### config.mk
export PLATFORM = sky130hd
export DESIGN_NAME = multicycle_controller_flat
export DESIGN_NICKNAME = d
export VERILOG_FILES = /design/src/rtl/multicycle_controller_if.sv /design/src/rtl/multicycle_controller.sv /design/src/flat_wrapper.sv
export SDC_FILE = /design/constraint.sdc
export NUM_CORES = 1
export LEC_CHECK = 0
export CAP_MARGIN = 20
export CORE_ASPECT_RATIO = 0.6
export CORE_MARGIN = 8
export CORE_UTILIZATION = 45
export DETAILED_ROUTE_END_ITERATION = 7
export PLACE_DENSITY = 0.81
export SYNTH_ARGS = -nofsm -noshare
export SYNTH_HDL_FRONTEND = slang
export SYNTH_SLANG_ARGS = --single-unit
### constraint.sdc
create_clock -name clk -period 3.7 [get_ports clk]
set_clock_uncertainty 0.15 [all_clocks]
set_input_delay 0.74 -clock clk [delete_from_list [all_inputs] [get_ports clk]]
set_output_delay 0.74 -clock clk [all_outputs]
set_load 0.02 [all_outputs]
### src/rtl/multicycle_controller_if.sv
// rtl/multicycle_controller_if.sv - decode fields and control word between controller and datapath
interface multicycle_controller_if;
  logic [6:0] op;
  logic [2:0] func3;
  logic       func7;
  logic       zero;
  logic       PCWriteEn;
  logic       AdrSrc;
  logic       MemWrite;
  logic       IRWrite;
  logic       RegWrite;
  logic [1:0] ResultSrc;
  logic [1:0] ALUSrcA;
  logic [1:0] ALUSrcB;
  logic [2:0] ALUControl;
  logic [2:0] ImmSrc;
  logic       instr_done;
  logic       illegal_op;

  modport master (
    input  op, func3, func7, zero,
    output PCWriteEn, AdrSrc, MemWrite, IRWrite, RegWrite, ResultSrc,
           ALUSrcA, ALUSrcB, ALUControl, ImmSrc, instr_done, illegal_op
  );

  modport slave (
    output op, func3, func7, zero,
    input  PCWriteEn, AdrSrc, MemWrite, IRWrite, RegWrite, ResultSrc,
           ALUSrcA, ALUSrcB, ALUControl, ImmSrc, instr_done, illegal_op
  );
endinterface

### src/rtl/multicycle_controller.sv
// rtl/multicycle_controller.sv - multicycle RISC-V control FSM driving datapath enables and selects
module multicycle_controller (
  input  logic                    clk,
  input  logic                    rst,
  multicycle_controller_if.master bus
);
  typedef enum logic [3:0] {
    IDLE, FETCH, DECODE, EXECR, EXECI, ALUWB, MEMADR, MEMREAD,
    MEMWB, MEMWRITE, BRANCH, JALR, JUMP, LUI
  } state_t;

  typedef struct packed {
    logic       pcw;
    logic       adr;
    logic       mw;
    logic       irw;
    logic       rw;
    logic [1:0] rs;
    logic [1:0] sa;
    logic [1:0] sb;
    logic [2:0] alu;
    logic [2:0] imm;
    logic       done;
  } ctrl_t;

  localparam logic [6:0] OP_R    = 7'b0110011;
  localparam logic [6:0] OP_I    = 7'b0010011;
  localparam logic [6:0] OP_LW   = 7'b0000011;
  localparam logic [6:0] OP_SW   = 7'b0100011;
  localparam logic [6:0] OP_BR   = 7'b1100011;
  localparam logic [6:0] OP_JAL  = 7'b1101111;
  localparam logic [6:0] OP_JALR = 7'b1100111;
  localparam logic [6:0] OP_LUI  = 7'b0110111;

  localparam logic [2:0] ALU_ADD = 3'b000;
  localparam logic [2:0] ALU_SUB = 3'b001;
  localparam logic [2:0] ALU_AND = 3'b010;
  localparam logic [2:0] ALU_OR  = 3'b011;
  localparam logic [2:0] ALU_SLT = 3'b100;
  localparam logic [2:0] ALU_XOR = 3'b101;

  localparam logic [2:0] IMM_I = 3'b000;
  localparam logic [2:0] IMM_S = 3'b001;
  localparam logic [2:0] IMM_B = 3'b010;
  localparam logic [2:0] IMM_J = 3'b011;
  localparam logic [2:0] IMM_U = 3'b100;

  logic [6:0] op;
  logic [2:0] func3;
  logic       func7;
  logic       zero;

  assign op    = bus.op;
  assign func3 = bus.func3;
  assign func7 = bus.func7;
  assign zero  = bus.zero;

  state_t state, nxt;
  ctrl_t  ctrl_q, ctrl_nxt;
  logic   illegal_q;
  logic   legal;
  logic   alu_f3_ok;
  logic   in_decode, in_branch, br_take;

  function automatic logic [2:0] alu_sel(input logic [2:0] f3, input logic sub);
    case (f3)
      3'b000:  alu_sel = sub ? ALU_SUB : ALU_ADD;
      3'b111:  alu_sel = ALU_AND;
      3'b110:  alu_sel = ALU_OR;
      3'b010:  alu_sel = ALU_SLT;
      3'b100:  alu_sel = ALU_XOR;
      default: alu_sel = ALU_ADD;
    endcase
  endfunction

  always_comb begin
    alu_f3_ok = (func3 == 3'b000) || (func3 == 3'b111) || (func3 == 3'b110) ||
                (func3 == 3'b010) || (func3 == 3'b100);
    case (op)
      OP_R, OP_I:      legal = alu_f3_ok;
      OP_LW, OP_SW:    legal = (func3 == 3'b010);
      OP_BR:           legal = (func3 == 3'b000) || (func3 == 3'b001) ||
                               (func3 == 3'b100) || (func3 == 3'b101);
      OP_JALR:         legal = (func3 == 3'b000);
      OP_JAL, OP_LUI:  legal = 1'b1;
      default:         legal = 1'b0;
    endcase
  end

  always_comb begin
    nxt = IDLE;
    case (state)
      IDLE:     nxt = FETCH;
      FETCH:    nxt = DECODE;
      DECODE: begin
        if (!legal) nxt = FETCH;
        else begin
          case (op)
            OP_R:         nxt = EXECR;
            OP_I:         nxt = EXECI;
            OP_LW, OP_SW: nxt = MEMADR;
            OP_BR:        nxt = BRANCH;
            OP_JAL:       nxt = JUMP;
            OP_JALR:      nxt = JALR;
            default:      nxt = LUI;
          endcase
        end
      end
      EXECR, EXECI:                    nxt = ALUWB;
      MEMADR:                          nxt = (op == OP_SW) ? MEMWRITE : MEMREAD;
      MEMREAD:                         nxt = MEMWB;
      JALR:                            nxt = JUMP;
      JUMP:                            nxt = ALUWB;
      ALUWB, MEMWB, MEMWRITE, BRANCH, LUI: nxt = FETCH;
      default:                         nxt = IDLE;
    endcase
  end

  // Control word for the state being entered, so outputs come straight from flops.
  always_comb begin
    ctrl_nxt = '0;
    case (nxt)
      FETCH: begin
        ctrl_nxt.irw = 1'b1;
        ctrl_nxt.pcw = 1'b1;
        ctrl_nxt.sb  = 2'b10;
        ctrl_nxt.rs  = 2'b10;
      end
      DECODE: begin
        ctrl_nxt.sa = 2'b01;
        ctrl_nxt.sb = 2'b01;
      end
      EXECR: begin
        ctrl_nxt.sa  = 2'b10;
        ctrl_nxt.alu = alu_sel(func3, func7);
      end
      EXECI: begin
        ctrl_nxt.sa  = 2'b10;
        ctrl_nxt.sb  = 2'b01;
        ctrl_nxt.imm = IMM_I;
        ctrl_nxt.alu = alu_sel(func3, 1'b0);
      end
      ALUWB, MEMWB: begin
        ctrl_nxt.rw   = 1'b1;
        ctrl_nxt.done = 1'b1;
        ctrl_nxt.rs   = (nxt == MEMWB) ? 2'b01 : 2'b00;
      end
      MEMADR: begin
        ctrl_nxt.sa  = 2'b10;
        ctrl_nxt.sb  = 2'b01;
        ctrl_nxt.imm = (op == OP_SW) ? IMM_S : IMM_I;
      end
      MEMREAD:  ctrl_nxt.adr = 1'b1;
      MEMWRITE: begin
        ctrl_nxt.adr  = 1'b1;
        ctrl_nxt.mw   = 1'b1;
        ctrl_nxt.done = 1'b1;
      end
      BRANCH: begin
        ctrl_nxt.sa   = 2'b10;
        ctrl_nxt.done = 1'b1;
        ctrl_nxt.alu  = func3[2] ? ALU_SLT : ALU_SUB;
      end
      JALR: begin
        ctrl_nxt.sa  = 2'b10;
        ctrl_nxt.sb  = 2'b01;
        ctrl_nxt.imm = IMM_I;
      end
      JUMP: begin
        ctrl_nxt.pcw = 1'b1;
        ctrl_nxt.sa  = 2'b01;
        ctrl_nxt.sb  = 2'b10;
      end
      LUI: begin
        ctrl_nxt.imm  = IMM_U;
        ctrl_nxt.rs   = 2'b11;
        ctrl_nxt.rw   = 1'b1;
        ctrl_nxt.done = 1'b1;
      end
      default: ;
    endcase
  end

  always_ff @(posedge clk or negedge rst) begin
    if (!rst) begin
      state     <= IDLE;
      ctrl_q    <= '0;
      illegal_q <= 1'b0;
    end else begin
      state  <= nxt;
      ctrl_q <= ctrl_nxt;
      if (state == DECODE && !legal) illegal_q <= 1'b1;
    end
  end

  // op is only valid once IR has loaded, so the DECODE-cycle terms are decoded live.
  assign in_decode = (state == DECODE);
  assign in_branch = (state == BRANCH);
  assign br_take   = zero ^ (func3[2] ^ func3[0]);

  assign bus.PCWriteEn  = ctrl_q.pcw | (in_branch & br_take);
  assign bus.AdrSrc     = ctrl_q.adr;
  assign bus.MemWrite   = ctrl_q.mw;
  assign bus.IRWrite    = ctrl_q.irw;
  assign bus.RegWrite   = ctrl_q.rw;
  assign bus.ResultSrc  = ctrl_q.rs;
  assign bus.ALUSrcA    = ctrl_q.sa;
  assign bus.ALUSrcB    = ctrl_q.sb;
  assign bus.ALUControl = ctrl_q.alu;
  assign bus.ImmSrc     = in_decode ? ((op == OP_JAL) ? IMM_J : IMM_B) : ctrl_q.imm;
  assign bus.instr_done = ctrl_q.done | (in_decode & ~legal);
  assign bus.illegal_op = illegal_q;
endmodule

### src/flat_wrapper.sv
// flat-port wrapper written by rule: the top's interface ports become plain ports
module multicycle_controller_flat 
  (clk, rst, bus_op, bus_func3, bus_func7, bus_zero, bus_PCWriteEn, bus_AdrSrc, bus_MemWrite, bus_IRWrite, bus_RegWrite, bus_ResultSrc, bus_ALUSrcA, bus_ALUSrcB, bus_ALUControl, bus_ImmSrc, bus_instr_done, bus_illegal_op);
  multicycle_controller_if bus_i ();
  input  logic clk;
  input  logic rst;
  input wire logic [$bits(bus_i.op)-1:0] bus_op;
  input wire logic [$bits(bus_i.func3)-1:0] bus_func3;
  input wire logic [$bits(bus_i.func7)-1:0] bus_func7;
  input wire logic [$bits(bus_i.zero)-1:0] bus_zero;
  output wire logic [$bits(bus_i.PCWriteEn)-1:0] bus_PCWriteEn;
  output wire logic [$bits(bus_i.AdrSrc)-1:0] bus_AdrSrc;
  output wire logic [$bits(bus_i.MemWrite)-1:0] bus_MemWrite;
  output wire logic [$bits(bus_i.IRWrite)-1:0] bus_IRWrite;
  output wire logic [$bits(bus_i.RegWrite)-1:0] bus_RegWrite;
  output wire logic [$bits(bus_i.ResultSrc)-1:0] bus_ResultSrc;
  output wire logic [$bits(bus_i.ALUSrcA)-1:0] bus_ALUSrcA;
  output wire logic [$bits(bus_i.ALUSrcB)-1:0] bus_ALUSrcB;
  output wire logic [$bits(bus_i.ALUControl)-1:0] bus_ALUControl;
  output wire logic [$bits(bus_i.ImmSrc)-1:0] bus_ImmSrc;
  output wire logic [$bits(bus_i.instr_done)-1:0] bus_instr_done;
  output wire logic [$bits(bus_i.illegal_op)-1:0] bus_illegal_op;
  assign bus_i.op = bus_op;
  assign bus_i.func3 = bus_func3;
  assign bus_i.func7 = bus_func7;
  assign bus_i.zero = bus_zero;
  assign bus_PCWriteEn = bus_i.PCWriteEn;
  assign bus_AdrSrc = bus_i.AdrSrc;
  assign bus_MemWrite = bus_i.MemWrite;
  assign bus_IRWrite = bus_i.IRWrite;
  assign bus_RegWrite = bus_i.RegWrite;
  assign bus_ResultSrc = bus_i.ResultSrc;
  assign bus_ALUSrcA = bus_i.ALUSrcA;
  assign bus_ALUSrcB = bus_i.ALUSrcB;
  assign bus_ALUControl = bus_i.ALUControl;
  assign bus_ImmSrc = bus_i.ImmSrc;
  assign bus_instr_done = bus_i.instr_done;
  assign bus_illegal_op = bus_i.illegal_op;
  multicycle_controller u_core (.clk(clk), .rst(rst), .bus(bus_i));
endmodule
==> results of run 1 <==
-- layout make-up --
| type | instances | area, sq um |
|---|---|---|
| flip-flops and latches | 22 | 551 |
| multi-input cells | 111 | 777 |
| repair buffers | 45 | 435 |
| well taps | 45 | 56.3 |
| fillers | 252 | 1310 |
| inverters | 4 | 15.0 |
| clock buffers | 4 | 55.1 |
-- path summary, 6_finish.rpt --
path	slack, ns	to	startpoint	cells after the start
worst max-delay path	0.26	bus_ImmSrc[0]	bus_op[4]	5
worst min-delay path	0.33	u_core.bus.illegal_op	u_core.bus.illegal_op	1
worst max register to register	1.11	u_core.bus.ALUControl[2]	u_core.state[2]	8
worst min register to register	0.33	u_core.bus.illegal_op	u_core.bus.illegal_op	1
max in group asynchronous	2.38	u_core.state[2]	rst	2
min in group asynchronous	0.61	u_core.bus.RegWrite	rst	1
-- metrics by stage --
step                hold slack (ns)  util [%]  cell area (sq um)
finish                        0.332      59.0               1890
global route                  0.341      59.0               1890
CTS                           0.335      57.9               1850
detailed placement            0.309      56.1               1800
global placement              0.310      56.1               1800
floorplan                     0.294         -               1490
-- worst max-delay path: stages --
cell and delay [ns]:
clkdlybuf4s50_1 0.51, and4b_2 0.37, nand4_1 0.13, o21ai_0 0.16
clkdlybuf4s50_1 0.63
-- sequential cells by signal, indices dropped and copies added, names as in the netlist --
register	flops
u_core.bus.illegal_op	1
u_core.bus.ALUControl	3
u_core.bus.RegWrite	1
u_core.ctrl_q	4
u_core.bus.IRWrite	1
u_core.bus.ResultSrc	2
u_core.bus.AdrSrc	1
u_core.bus.ALUSrcB	2
u_core.bus.MemWrite	1
u_core.bus.ALUSrcA	2
u_core.state	4
-- Yosys cell counts, types with 3 or more instances --
| cell type | n | share of area (%) |
|---|---|---|
| inv_1 | 4 | 1.0 |
| nor2_1 | 11 | 2.8 |
| a21oi_1 | 6 | 2.0 |
| nand3_1 | 5 | 1.7 |
| and2_1 | 4 | 1.7 |
| nand3b_1 | 4 | 2.0 |
| buf_6 | 3 | 2.3 |
| mux2i_1 | 3 | 2.0 |
| and2b_2 | 3 | 1.8 |
| buf_4 | 12 | 6.1 |
| nand2b_1 | 3 | 1.3 |
| dfrtp_1 | 22 | 37 |
| o21ai_0 | 6 | 2.0 |
| o211ai_1 | 4 | 2.0 |
| nand2_1 | 14 | 3.5 |
| or2_2 | 3 | 1.3 |
| nor3_1 | 3 | 1.0 |
-- cell families (layout without fill, tap and decap cells) --
family,Yosys count,count (layout)
adder cells (fa/ha/maj),2,2
AO/OA/AOI/OAI,36,36
multiplexers,3,3
flip-flops,22,22
buffers and inverters,22,53
XOR/XNOR,3,3
AND/OR/NAND/NOR,67,67
-- power by group --
| part | internal, uW | switching (uW) | total, uW |
|---|---|---|---|
| clock network | 94.8 | 74.2 | 169 |
| registers | 316 | 45.9 | 362 |
| logic | 301 | 403 | 704 |
-- routing by layer --
metal	vias up	track usage [%]	part of all wire [%]
li1	606	-	-
met1	620	15.7	45
met2	57	23.2	48
met3	6	3.70	6.0
met4	0	3.29	1.1
met5	-	0	0
==> flow_summary.toml, run 1 <==
[min_path]
hp-class = "flop to flop"

[logic_synthesis]
synth_edf_count = 0
synth_flop_cell = "dfrtp_1"
synthArstFlopShare_pct = 100
synth_fa_ha_area_share_pct = 1.51
postSynthCellCount = 155
ys_ff_latch = 22
synth-compound-area-share_pct = 19.2
synth_xor_area_share_pct = 1.77
synthDistinctLibCells = 57
syn_nets = 170
ys_seq_area_share_pct = 37.0
syn_avg_cell_area_sq_um = 9.60
yosysWarnings = 0
yosys.area_share.simple_pct = 27.0
synth_top_family_by_area = "simple AND/OR/NAND/NOR gates"
synth_area_sq_um = 1490
synthMuxAreaShare_pct = 2.02

[place]
place_congestion = 0.885
placement.io_buffers = 32
dp_slack_ns = 0.0127
place_inst = 226
dp_hpwl_mm = 2.79

[floorplan]
num_rows = 16
initial_core_util_pct = 46.4
die_x_um = 90.2
die_h_um = 60.5
die-area_sq_um = 5460
io_pins = 33
core_area_sq_um = 3200

[sta]
fmax_mhz = 291
relSlewSlack_pct = 59.9
worstMarginPinSlew_ns = 0.597
hold_viol = 0
setup-violations-final = 0
fin_tns_setup_ns = 0
drv_slew = 0
rsz0062_at_grt = "no"
worst_slack_ns = 0.258
layout_min_cycle_time_ns = 3.44
finalCritPeriodShare_pct = 93.0

[pwr]
p_per_area_nw_per_um2 = 654
peakVddDrop_mv = 0.394
leakage_uw = 0.000858
p_total_uw = 1240

[drt]
detail_route.wl_per_cell_um = 15.9
drtIter0Drc = 71
via_per_inst = 5.58
drcViolationCount = 0
vias = 1289
drt-pass1-iter-count = 4
ant_nets = 0
drt-total-wl_mm = 3.68

[finish]
layout-drive-gt1-share_pct = 21.0
num_antenna_cells = 0
mostFrequentLayoutCells = "clkdlybuf4s50_1 (28), dfrtp_1 (22), nand2_1 (14), buf_4 (12), nor2_1 (11)"
finalNetCount = 202
syn2layout_area_growth_pct = 27.0
layout_commonest_cell = "clkdlybuf4s50_1"
fin_cells = 231

[grt]
grt_pass1_wl_mm = 5.84
first_global_vias = 1274
grt-ovfl-total = 0
antenna_found_initial = 0
grt_usage_pct = 13.1
grt_max_degree = 23

[cts]
clock_latency_ns = 0.26
cts_hold_buf = 0
cts_inserted_buffers = 3
clockRootBuffer = "clkbuf_8"
ctsHtreeMaxLevel = 1
cts_tree = "done"
cts_setup_buffers = 0
cts_sinks = 22
cts_resized = 0
cts_buffer_depth = 2
path_clk_slew_ns = 0.08

[worst_setup_path]
cp-end-kind = "output pin"
cp-start-kind = "primary input"
path_class = "primary input to output pin"
arrival_ns = 2.55
crit_fanout = 5
required_ns = 2.81

[outcome]
status = "finished, final reports clean"

[flow_run]
cap_violations = 0
Note: power is estimated with default switching activity, not from simulation.
==> inputs of run 2 (changes only) <==
--- a/config.mk
+++ b/config.mk
@@ -10,6 +10,7 @@
 export CORE_MARGIN = 8
 export CORE_UTILIZATION = 45
 export DETAILED_ROUTE_END_ITERATION = 7
+export HOLD_SLACK_MARGIN = 0.05
 export PLACE_DENSITY = 0.81
 export SYNTH_ARGS = -nofsm -noshare
 export SYNTH_HDL_FRONTEND = slang
==> results of run 2 <==
Final layout, timing and power as in run 1 (identical DEF).
